$ cat src/rtl/pdm_decimator.sv
// PDM-to-PCM decimator: popcount each 16-bit PDM word, boxcar-sum 2^DECIM_LOG2 words,
// centre/gain/saturate to signed 16-bit PCM and queue it in a first-word-fall-through FIFO.
module pdm_decimator #(
  parameter int DECIM_LOG2 = 4,
  parameter int GAIN_SHIFT = 8,
  parameter int FIFO_DEPTH = 8
) (
  input  logic                          clock_i,
  input  logic                          reset_i,
  input  logic                          enable_i,
  input  logic                          word_valid_i,
  input  logic [15:0]                   word_i,
  output logic [15:0]                   sample_o,
  output logic                          sample_valid_o,
  input  logic                          sample_ready_i,
  output logic [$clog2(FIFO_DEPTH):0]   fifo_count_o,
  output logic                          overflow_o,
  input  logic                          clear_overflow_i
);

  localparam int DECIM = 1 << DECIM_LOG2;
  localparam int SUM_W = 5 + DECIM_LOG2;
  localparam int CNT_W = (DECIM_LOG2 > 0) ? DECIM_LOG2 : 1;
  localparam int AW    = $clog2(FIFO_DEPTH);
  localparam logic signed [31:0] MIDSCALE = 32'(8 * DECIM);
  localparam logic [CNT_W-1:0]   LAST_CNT = CNT_W'(DECIM - 1);

  function automatic logic [4:0] popcount16(input logic [15:0] w);
    logic [4:0] n;
    n = '0;
    for (int i = 0; i < 16; i++) n = n + 5'(w[i]);
    return n;
  endfunction

  // Centre on mid-scale, apply gain, clamp to the signed 16-bit range.
  function automatic logic signed [15:0] form_sample(input logic [SUM_W-1:0] s);
    logic signed [31:0] c;
    logic signed [31:0] v;
    c = $signed(32'(s)) - MIDSCALE;
    v = c <<< GAIN_SHIFT;
    if (v > 32'sd32767)       return 16'sh7FFF;
    else if (v < -32'sd32768) return 16'sh8000;
    else                      return $signed(v[15:0]);
  endfunction

  logic                    vld_p0;
  logic [4:0]              pc_p0;
  logic [SUM_W-1:0]        acc_p1;
  logic [CNT_W-1:0]        word_cnt_p1;
  logic [SUM_W-1:0]        sum_p1;
  logic signed [15:0]      pcm_p1;
  logic                    push;
  logic                    pop;
  logic                    full;
  logic                    wr_en;
  logic                    drop;
  logic [15:0]             mem [FIFO_DEPTH];
  logic [AW-1:0]           wr_ptr;
  logic [AW-1:0]           rd_ptr;

  // Stage 1: popcount
  always_ff @(posedge clock_i or posedge reset_i) begin
    if (reset_i) begin
      vld_p0 <= 1'b0;
      pc_p0  <= '0;
    end else begin
      vld_p0 <= word_valid_i && enable_i;
      if (word_valid_i && enable_i) pc_p0 <= popcount16(word_i);
    end
  end

  // Stage 2: accumulate and form sample
  assign sum_p1 = acc_p1 + SUM_W'(pc_p0);
  assign pcm_p1 = form_sample(sum_p1);
  assign push   = vld_p0 && enable_i && (word_cnt_p1 == LAST_CNT);

  always_ff @(posedge clock_i or posedge reset_i) begin
    if (reset_i) begin
      acc_p1      <= '0;
      word_cnt_p1 <= '0;
    end else if (!enable_i) begin
      acc_p1      <= '0;
      word_cnt_p1 <= '0;
    end else if (vld_p0) begin
      if (word_cnt_p1 == LAST_CNT) begin
        acc_p1      <= '0;
        word_cnt_p1 <= '0;
      end else begin
        acc_p1      <= sum_p1;
        word_cnt_p1 <= word_cnt_p1 + CNT_W'(1);
      end
    end
  end

  // Output FIFO; a pop frees the slot for a same-edge push even when full.
  assign sample_valid_o = (fifo_count_o != '0);
  assign full           = (fifo_count_o == ($clog2(FIFO_DEPTH)+1)'(FIFO_DEPTH));
  assign pop            = sample_valid_o && sample_ready_i;
  assign wr_en          = push && (!full || pop);
  assign drop           = push && full && !pop;
  assign sample_o       = sample_valid_o ? mem[rd_ptr] : 16'h0000;

  always_ff @(posedge clock_i) begin
    if (wr_en) mem[wr_ptr] <= pcm_p1;
  end

  always_ff @(posedge clock_i or posedge reset_i) begin
    if (reset_i) begin
      wr_ptr       <= '0;
      rd_ptr       <= '0;
      fifo_count_o <= '0;
      overflow_o   <= 1'b0;
    end else begin
      if (wr_en) wr_ptr <= wr_ptr + AW'(1);
      if (pop)   rd_ptr <= rd_ptr + AW'(1);
      case ({wr_en, pop})
        2'b10:   fifo_count_o <= fifo_count_o + 1'b1;
        2'b01:   fifo_count_o <= fifo_count_o - 1'b1;
        default: fifo_count_o <= fifo_count_o;
      endcase
      if (drop)                  overflow_o <= 1'b1;
      else if (clear_overflow_i) overflow_o <= 1'b0;
    end
  end

endmodule

$ cat config.mk
export PLATFORM = sky130hd
export DESIGN_NAME = pdm_decimator
export DESIGN_NICKNAME = d
export VERILOG_FILES = /design/src/rtl/pdm_decimator.sv
export SDC_FILE = /design/constraint.sdc
export NUM_CORES = 1
export LEC_CHECK = 0
export ABC_CLOCK_PERIOD_IN_PS = 2800
export BUFFER_PORTS_ARGS = -buffer_cell sky130_fd_sc_hd__buf_2
export CAP_MARGIN = 20
export CORE_ASPECT_RATIO = 0.9
export CORE_MARGIN = 2
export CORE_UTILIZATION = 55
export DETAILED_ROUTE_END_ITERATION = 12
export PLACE_DENSITY = 0.79
export SLEW_MARGIN = 10
export SYNTH_ARGS = -nofsm -noshare
export SYNTH_HDL_FRONTEND = slang
export SYNTH_SLANG_ARGS = --single-unit
export TNS_END_PERCENT = 5
$ cat constraint.sdc
create_clock -name clock_i -period 2.8 [get_ports clock_i]
set_input_delay 0.56 -clock clock_i [delete_from_list [all_inputs] [get_ports clock_i]]
set_output_delay 0.56 -clock clock_i [all_outputs]
set_load 0.05 [all_outputs]
-- Word-level counts from Yosys, hierarchy flattened
Memories as Yosys holds them, arrays and structs flattened.
Cells that the tools add are included.
W data, S select, Z words.
- add/subtract/negate cells: 22
- order comparisons: 2
- eq/ne operators: 5
- mux-type cells: 14
- reduce and logical (&&, ||, !) cells: 13
- operators by type and width (operator ; count):
    $add A5 B1 Y5 ; 11
    $mux W16 ; 3
    $mux W9 ; 3
    $gt A18 B16 Y1 const B ; 1
    $lt A18 B16 Y1 const B ; 1
    $mux W4 ; 3
    $sub A9 B8 Y10 const B ; 1
    $add A9 B5 Y9 ; 1
    $add A4 B1 Y4 const B ; 2
    $eq A4 B4 Y1 const B ; 2
    $pmux W4 S2 ; 1
    $logic_and A1 B1 Y1 ; 7
    $add A3 B1 Y3 const B ; 2
    $add A4 B1 Y5 ; 1
    $add A3 B1 Y4 ; 1
    $mux W1 ; 4
    $reduce_bool A2 Y1 ; 2
    $reduce_bool A4 Y1 ; 1
    $sub A4 B1 Y4 const B ; 1
    $add A2 B1 Y3 ; 1
    $add A1 B1 Y2 ; 1
    $eq A2 B1 Y1 const B ; 1
    $eq A2 B2 Y1 const B ; 1
    $logic_not A1 Y1 ; 2
    2 further kinds ; 2
- flip-flop bits (word level): 30
- memory bits (writable): 128
- bits of input ports: 22
- output and inout port bits: 22
- word-level logic and storage cells: 65
- memories kept: 1
- memories (name ; depth ; bits a word ; rd ports ; clocked after Yosys merged registers in ; wr ports ; RTL line ; source):
    mem ; 8 ; 16 ; 1 ; 0 ; 1 ; 57 ; logic [15:0] mem [FIFO_DEPTH];

-- Depth between registers and ports, before layout
- word-level depth: 15
- depth in mapped cells: 13
- mapped depth without buffers: 13

-- Worst setup path before layout
OpenSTA, ideal clock, no wires.
- kind: input -> register
- start: input word_i[0]
- end: register pc_p0[3]
- library setup time: 0.133 ns
- arrival: 3.402 ns
- required time: 2.667 ns
- slack: -0.735 ns
- stages: 11
- path buffers: 0
- cells stage by stage: inv_1 > fa_1 > fa_1 > fa_1 > fa_1 > inv_1 > ha_1 > a21o_1 > a21oi_1 > xor2_1 > o21ai_0
- cells in the longest elaborated chain, start to end: 15
- RTL lines (element ; RTL line ; source):
    from (decl) ; 12 ; input logic [15:0] word_i,
    $add A1 B1 Y2 ; 31 ; for (int i = 0; i < 16; i++) n = n + 5'(w[i]);
    $add A2 B1 Y3 ; 31 ;
    $add A3 B1 Y4 ; 31 ;
    $add A4 B1 Y5 ; 31 ;
    $add A5 B1 Y5 (11 in a row) ; 31 ;
    to (signal assigned) ; 68 ; if (word_valid_i && enable_i) pc_p0 <= popcount16(word_i);
    to (decl) ; 47 ; logic [4:0] pc_p0;
Every way passes these cells.
A chain may end at the register's enable or synchronous reset.

-- Worst setup path in the final report
- start: input word_i[0]
- end: register pc_p0[2]
The elaborated chain is that of the path after synthesis.

==> results <==
- The leakage power of the design is 2.275 nW.
- The final routed DRC violation total is 0.
- The post-route clock skew is 0.01257 ns.
- The signal on the critical path passes through buf_6 -> inv_2 -> fa_1 -> fa_1 -> fa_2 -> fa_1 -> inv_2 -> ha_4 -> inv_2 -> fa_2 -> xor2_1 -> o21ai_0.
- The smallest clock period supported by the final layout is computed as 3.262 ns.
- The growth of design area from synthesis to finish is 14.16%.
- The worst vdd rail ir drop is 714.5 uV.
- The count of flip-flops with a built-in enable after synthesis is 72.
- The largest single stage delay on the critical path is 0.55 ns.
- The last element of the critical path is pc_p0[2].
- The synthesis warning total is 0.
- The filler cells instantiated in the layout total 617.
- Yosys attributes the largest share of cell area to sky130_fd_sc_hd__edfxtp_1, sky130_fd_sc_hd__dfrtp_1, sky130_fd_sc_hd__mux4_2.
- The die covers 0.009673 mm^2.
- Setup repair after global routing could not meet its margin everywhere.
- In the post-route analysis, the smallest setup slack over all paths is -0.4616 ns.
- The cell at the root of the clock tree is sky130_fd_sc_hd__clkbuf_8.
- The source of the critical timing path is word_i[0].
- In this run the critical register-to-register path is launched from pc_p0[0].
- The synthesized instance count is 343.
- The final count of negative-setup-slack endpoints is 5.
- The pin slew with the least headroom to its limit is 0.7734 ns.
- The initial antenna violation count is 0.
- STA classifies the critical path startpoint as an input pin.
- Along the worst path, the maximum fanout reaches 2.
- The number of distinct library cells after synthesis is 44.
- The cell class contributing the biggest share of worst-path delay is adder cells.
- The post-CTS clock slew at the launch and capture registers of the worst setup and hold paths is 0.10 ns.
- For this block, the initial DRC count from the detailed router was 123.
- The H-tree was split into 3 levels.
- After legalization and detailed placement, the total HPWL measured 6401 um.
- The worst max-slew margin expressed relative to the limit is 48.33%.
- The final hold violation count is 0.
- The die extent in x is 103.5 um.
- The depth of the critical timing path with buffers and inverters included is 12.
- In this run the standard cell core region covers 0.008608 mm^2.
- The global-route total usage across every layer is 20.68%.
- The number of pins exceeding their max-slew limit in the final report came to 0.
- The share of final-layout standard cells stronger than drive strength 1 is 30.22%.
- The portion of synthesized cell area occupied by the leading cell type is 44.16%.
- The CTS buffer count is 9.
- The capture point of the worst reg-to-reg path is mem[4][13].
- Counting flops and latches in the post-synthesis netlist gives 102.
- The worst register-to-register path has a depth of 8.
- The via count is 2,868.
- The final cell count without fillers is 526.
- The via count normalized by instance count is 5.452.
- Once placement completed, the tool counted placed cells totaling 510.
- The critical path is of the input pin to flip-flop type.
- For this run, the top clock speed supported by timing is 306.6 MHz.
- For the worst setup path, the data required time is 3.07 ns.
- Sequential cells burn 36.0% of the power.
- 0 antenna diodes ended up in the layout.
- The analysis attributes to net switching a power of 2.323 mW.
- The top flip-flop cell by instance count after synthesis is sky130_fd_sc_hd__edfxtp_1.
- The first TritonRoute pass finished after 4 iterations.
- In the layout the commonest cells are sky130_fd_sc_hd__edfxtp_1, sky130_fd_sc_hd__buf_2, sky130_fd_sc_hd__dfrtp_1.
- At the later pin of the worst-skew pair, clock insertion delay measures 0.35 ns.
- The CTS sink count is 102.
- The maximum buffer depth of the clock tree is 2.
- The class of the tightest hold or removal check is input pin to asynchronous set/reset pin.
- During I/O placement, the number of pins put on the boundary was 44.
- The final reports fail on setup timing.
- The most frequent standard cell in the layout excluding fill and tap cells is sky130_fd_sc_hd__edfxtp_1.
- The chip height is 93.51 um.
- The mean cell area of the mapped netlist is 14.27 um^2.
- The area taken by flip-flops and latches is 0.002913 mm^2.
- Entering global routing, the biggest net connects 31 pins.
- STA classifies the critical path endpoint as a flip-flop.
- The area of the multi-input gates is 0.001795 mm^2.
- Cells fill 64.93% of the core in the end.
- Row generation in the floorplan step produced 32 rows.
- For this configuration, the core starts out at a cell density of 56.88%.
- The mapped netlist covers 0.004896 mm^2.
- Routability-driven placement finished with a final weighted congestion of 0.8165.
- The share of the yosys chip area belonging to registers is 59.49%.
- Global routing finished with a remaining overflow of 0.
- The critical-path cell with the highest stage delay is sky130_fd_sc_hd__fa_2.
- Internal power comes to 3.164 mW.
- For the worst setup path, the data arrival time is 3.54 ns.
- Synthesis produced a netlist with a net count of 392.
- The register-to-register setup slack is 0.21 ns.
- Dividing the final minimum period by the clock period gives 116.5%.
- The number of nets still failing antenna checks after routing is 0.
- The number of nets at the end of the flow is 451.
- The via count of the first global-routing pass is 2,966.
- The TritonCTS clock tree is done.
- The number of buffer and inverter instances along the worst setup path is 4.
- The run finished, with violations left.
- In this run switching power makes up 42.34% of total power.
- In the final routed layout, each cell accounts on average for 16.99 um.
- The clock group share of total power is 16.5%.
- The count of max-cap constraint violations is 0.
- For this design the ratio of total power to cell area is 981.6 mW/mm^2.
- The cell type with the largest total area after synthesis is sky130_fd_sc_hd__edfxtp_1.
- The routed wire length is 8938 um.
- The fraction of registers with async set or reset after synthesis is 29.41%.
- Buffers placed on the I/O ports in this run total 43.
- The portion of total power attributed to combinational logic is 47.5%.
- The wire length of the first global-routing pass is 14,870 um.
## power groups by stage
stage	Combinational, mW	Sequential, mW	Clock (mW)
2_1_floorplan	2.02	2.04	0
3_3_place_gp	2.46	2.00	0
3_5_place_dp	2.53	2.01	0
4_1_cts	2.58	1.98	0.924
5_1_grt	2.85	2.00	0.982
6_report	2.60	1.98	0.907
## flip-flops by register name, summed over array words and instances (netlist names), 3 cells and up
signal,cells
wr_ptr,3
word_cnt_p1,4
mem,72
acc_p1,9
pc_p0,5
fifo_count_o,4
rd_ptr,3
## layout make-up
| cell class | count | area share (%) |
|---|---|---|
| sequential | 102 | 52.12 |
| inverter | 40 | 2.731 |
| timing repair buffer | 62 | 6.850 |
| clock inverter | 7 | 1.298 |
| multi-input combinational | 187 | 32.12 |
| tap | 119 | 2.664 |
| clock buffer | 9 | 2.216 |
## worst reg2reg max path, delay by kind of cell (launching register included)
family	cells	cell delay, ns
fa+ha+maj	2	0.62
buf+inv	1	0.09
compound gates	2	0.41
xor+xnor	1	0.33
simple gates	2	0.45
flops	1	0.37
## repair_timing
| item | 4_1_cts | 5_1_grt |
|---|---|---|
| gates resized for setup | 16 | 9 |
| hold buffers | 0 | 0 |
| endpoints found under the setup margin | 5 | 63 |
| pin swaps | 2 | 10 |
| buffers inserted | 0 | 0 |
## per-stage QoR
stage	setup WS, ns	power, mW	hold WS (ns)	area, um^2	setup TNS (ns)
2_1_floorplan	-0.6644	4.060	0.4514	4901	-4.208
3_3_place_gp	-0.8118	4.459	0.4697	5323	-3.714
3_5_place_dp	-0.8813	4.543	0.4825	5323	-4.034
4_1_cts	-0.4195	5.481	0.2627	5554	-1.722
5_1_grt	-0.5531	5.833	0.2762	5589	-2.322
6_report	-0.4616	5.486	0.2648	5589	-1.970
## cell families (layout without fill, tap and decap cells)
kind of cell    Yosys count  count (layout)  share of synthesized area (%)
xor+xnor                 16              16                          3.016
mux                      33              33                          11.50
flops                   102             102                          59.49
buf+inv                  54             118                          4.855
simple gates             70              70                          7.258
fa+ha+maj                27              27                          8.740
compound gates           41              41                          5.137
## worst min path at each step
| stage | slack [ns] | endpoint | cells after the start |
|---|---|---|---|
| final | 0.26 | wr_ptr[0] | 3 |
| after global routing | 0.28 | wr_ptr[0] | 3 |
| after CTS | 0.26 | wr_ptr[2] | 3 |
| after detailed placement | 0.48 | acc_p1[3] | 2 |
| after global placement | 0.47 | acc_p1[3] | 2 |
| after floorplan | 0.45 | word_cnt_p1[3] | 1 |
## layer usage
layer	track usage (%)	up-vias	share of wire, %
li1	-	1335	-
met1	28.45	1464	45
met2	33.82	58	52
met3	2.990	11	2.6
met4	7.237	0	1.1
met5	0	-	0
## synth_stat cells (all sizes together), types with 2 or more instances
| master | instances |
|---|---|
| edfxtp | 72 |
| inv | 40 |
| dfrtp | 30 |
| nand2 | 26 |
| mux4 | 18 |
| o21ai | 18 |
| nor2 | 16 |
| ha | 15 |
| fa | 12 |
| mux2i | 12 |
| buf | 10 |
| xnor2 | 10 |
| a21oi | 9 |
| xor2 | 6 |
| nor2b | 5 |
| clkbuf | 4 |
| nand2b | 4 |
| nand3 | 4 |
| nor3 | 4 |
| a21o | 3 |
| and2 | 3 |
| mux2 | 3 |
| or3 | 3 |
| a22o | 2 |
| nand4 | 2 |
| nor4 | 2 |
| o2111ai | 2 |
Note: power is estimated with default switching activity, not from simulation.
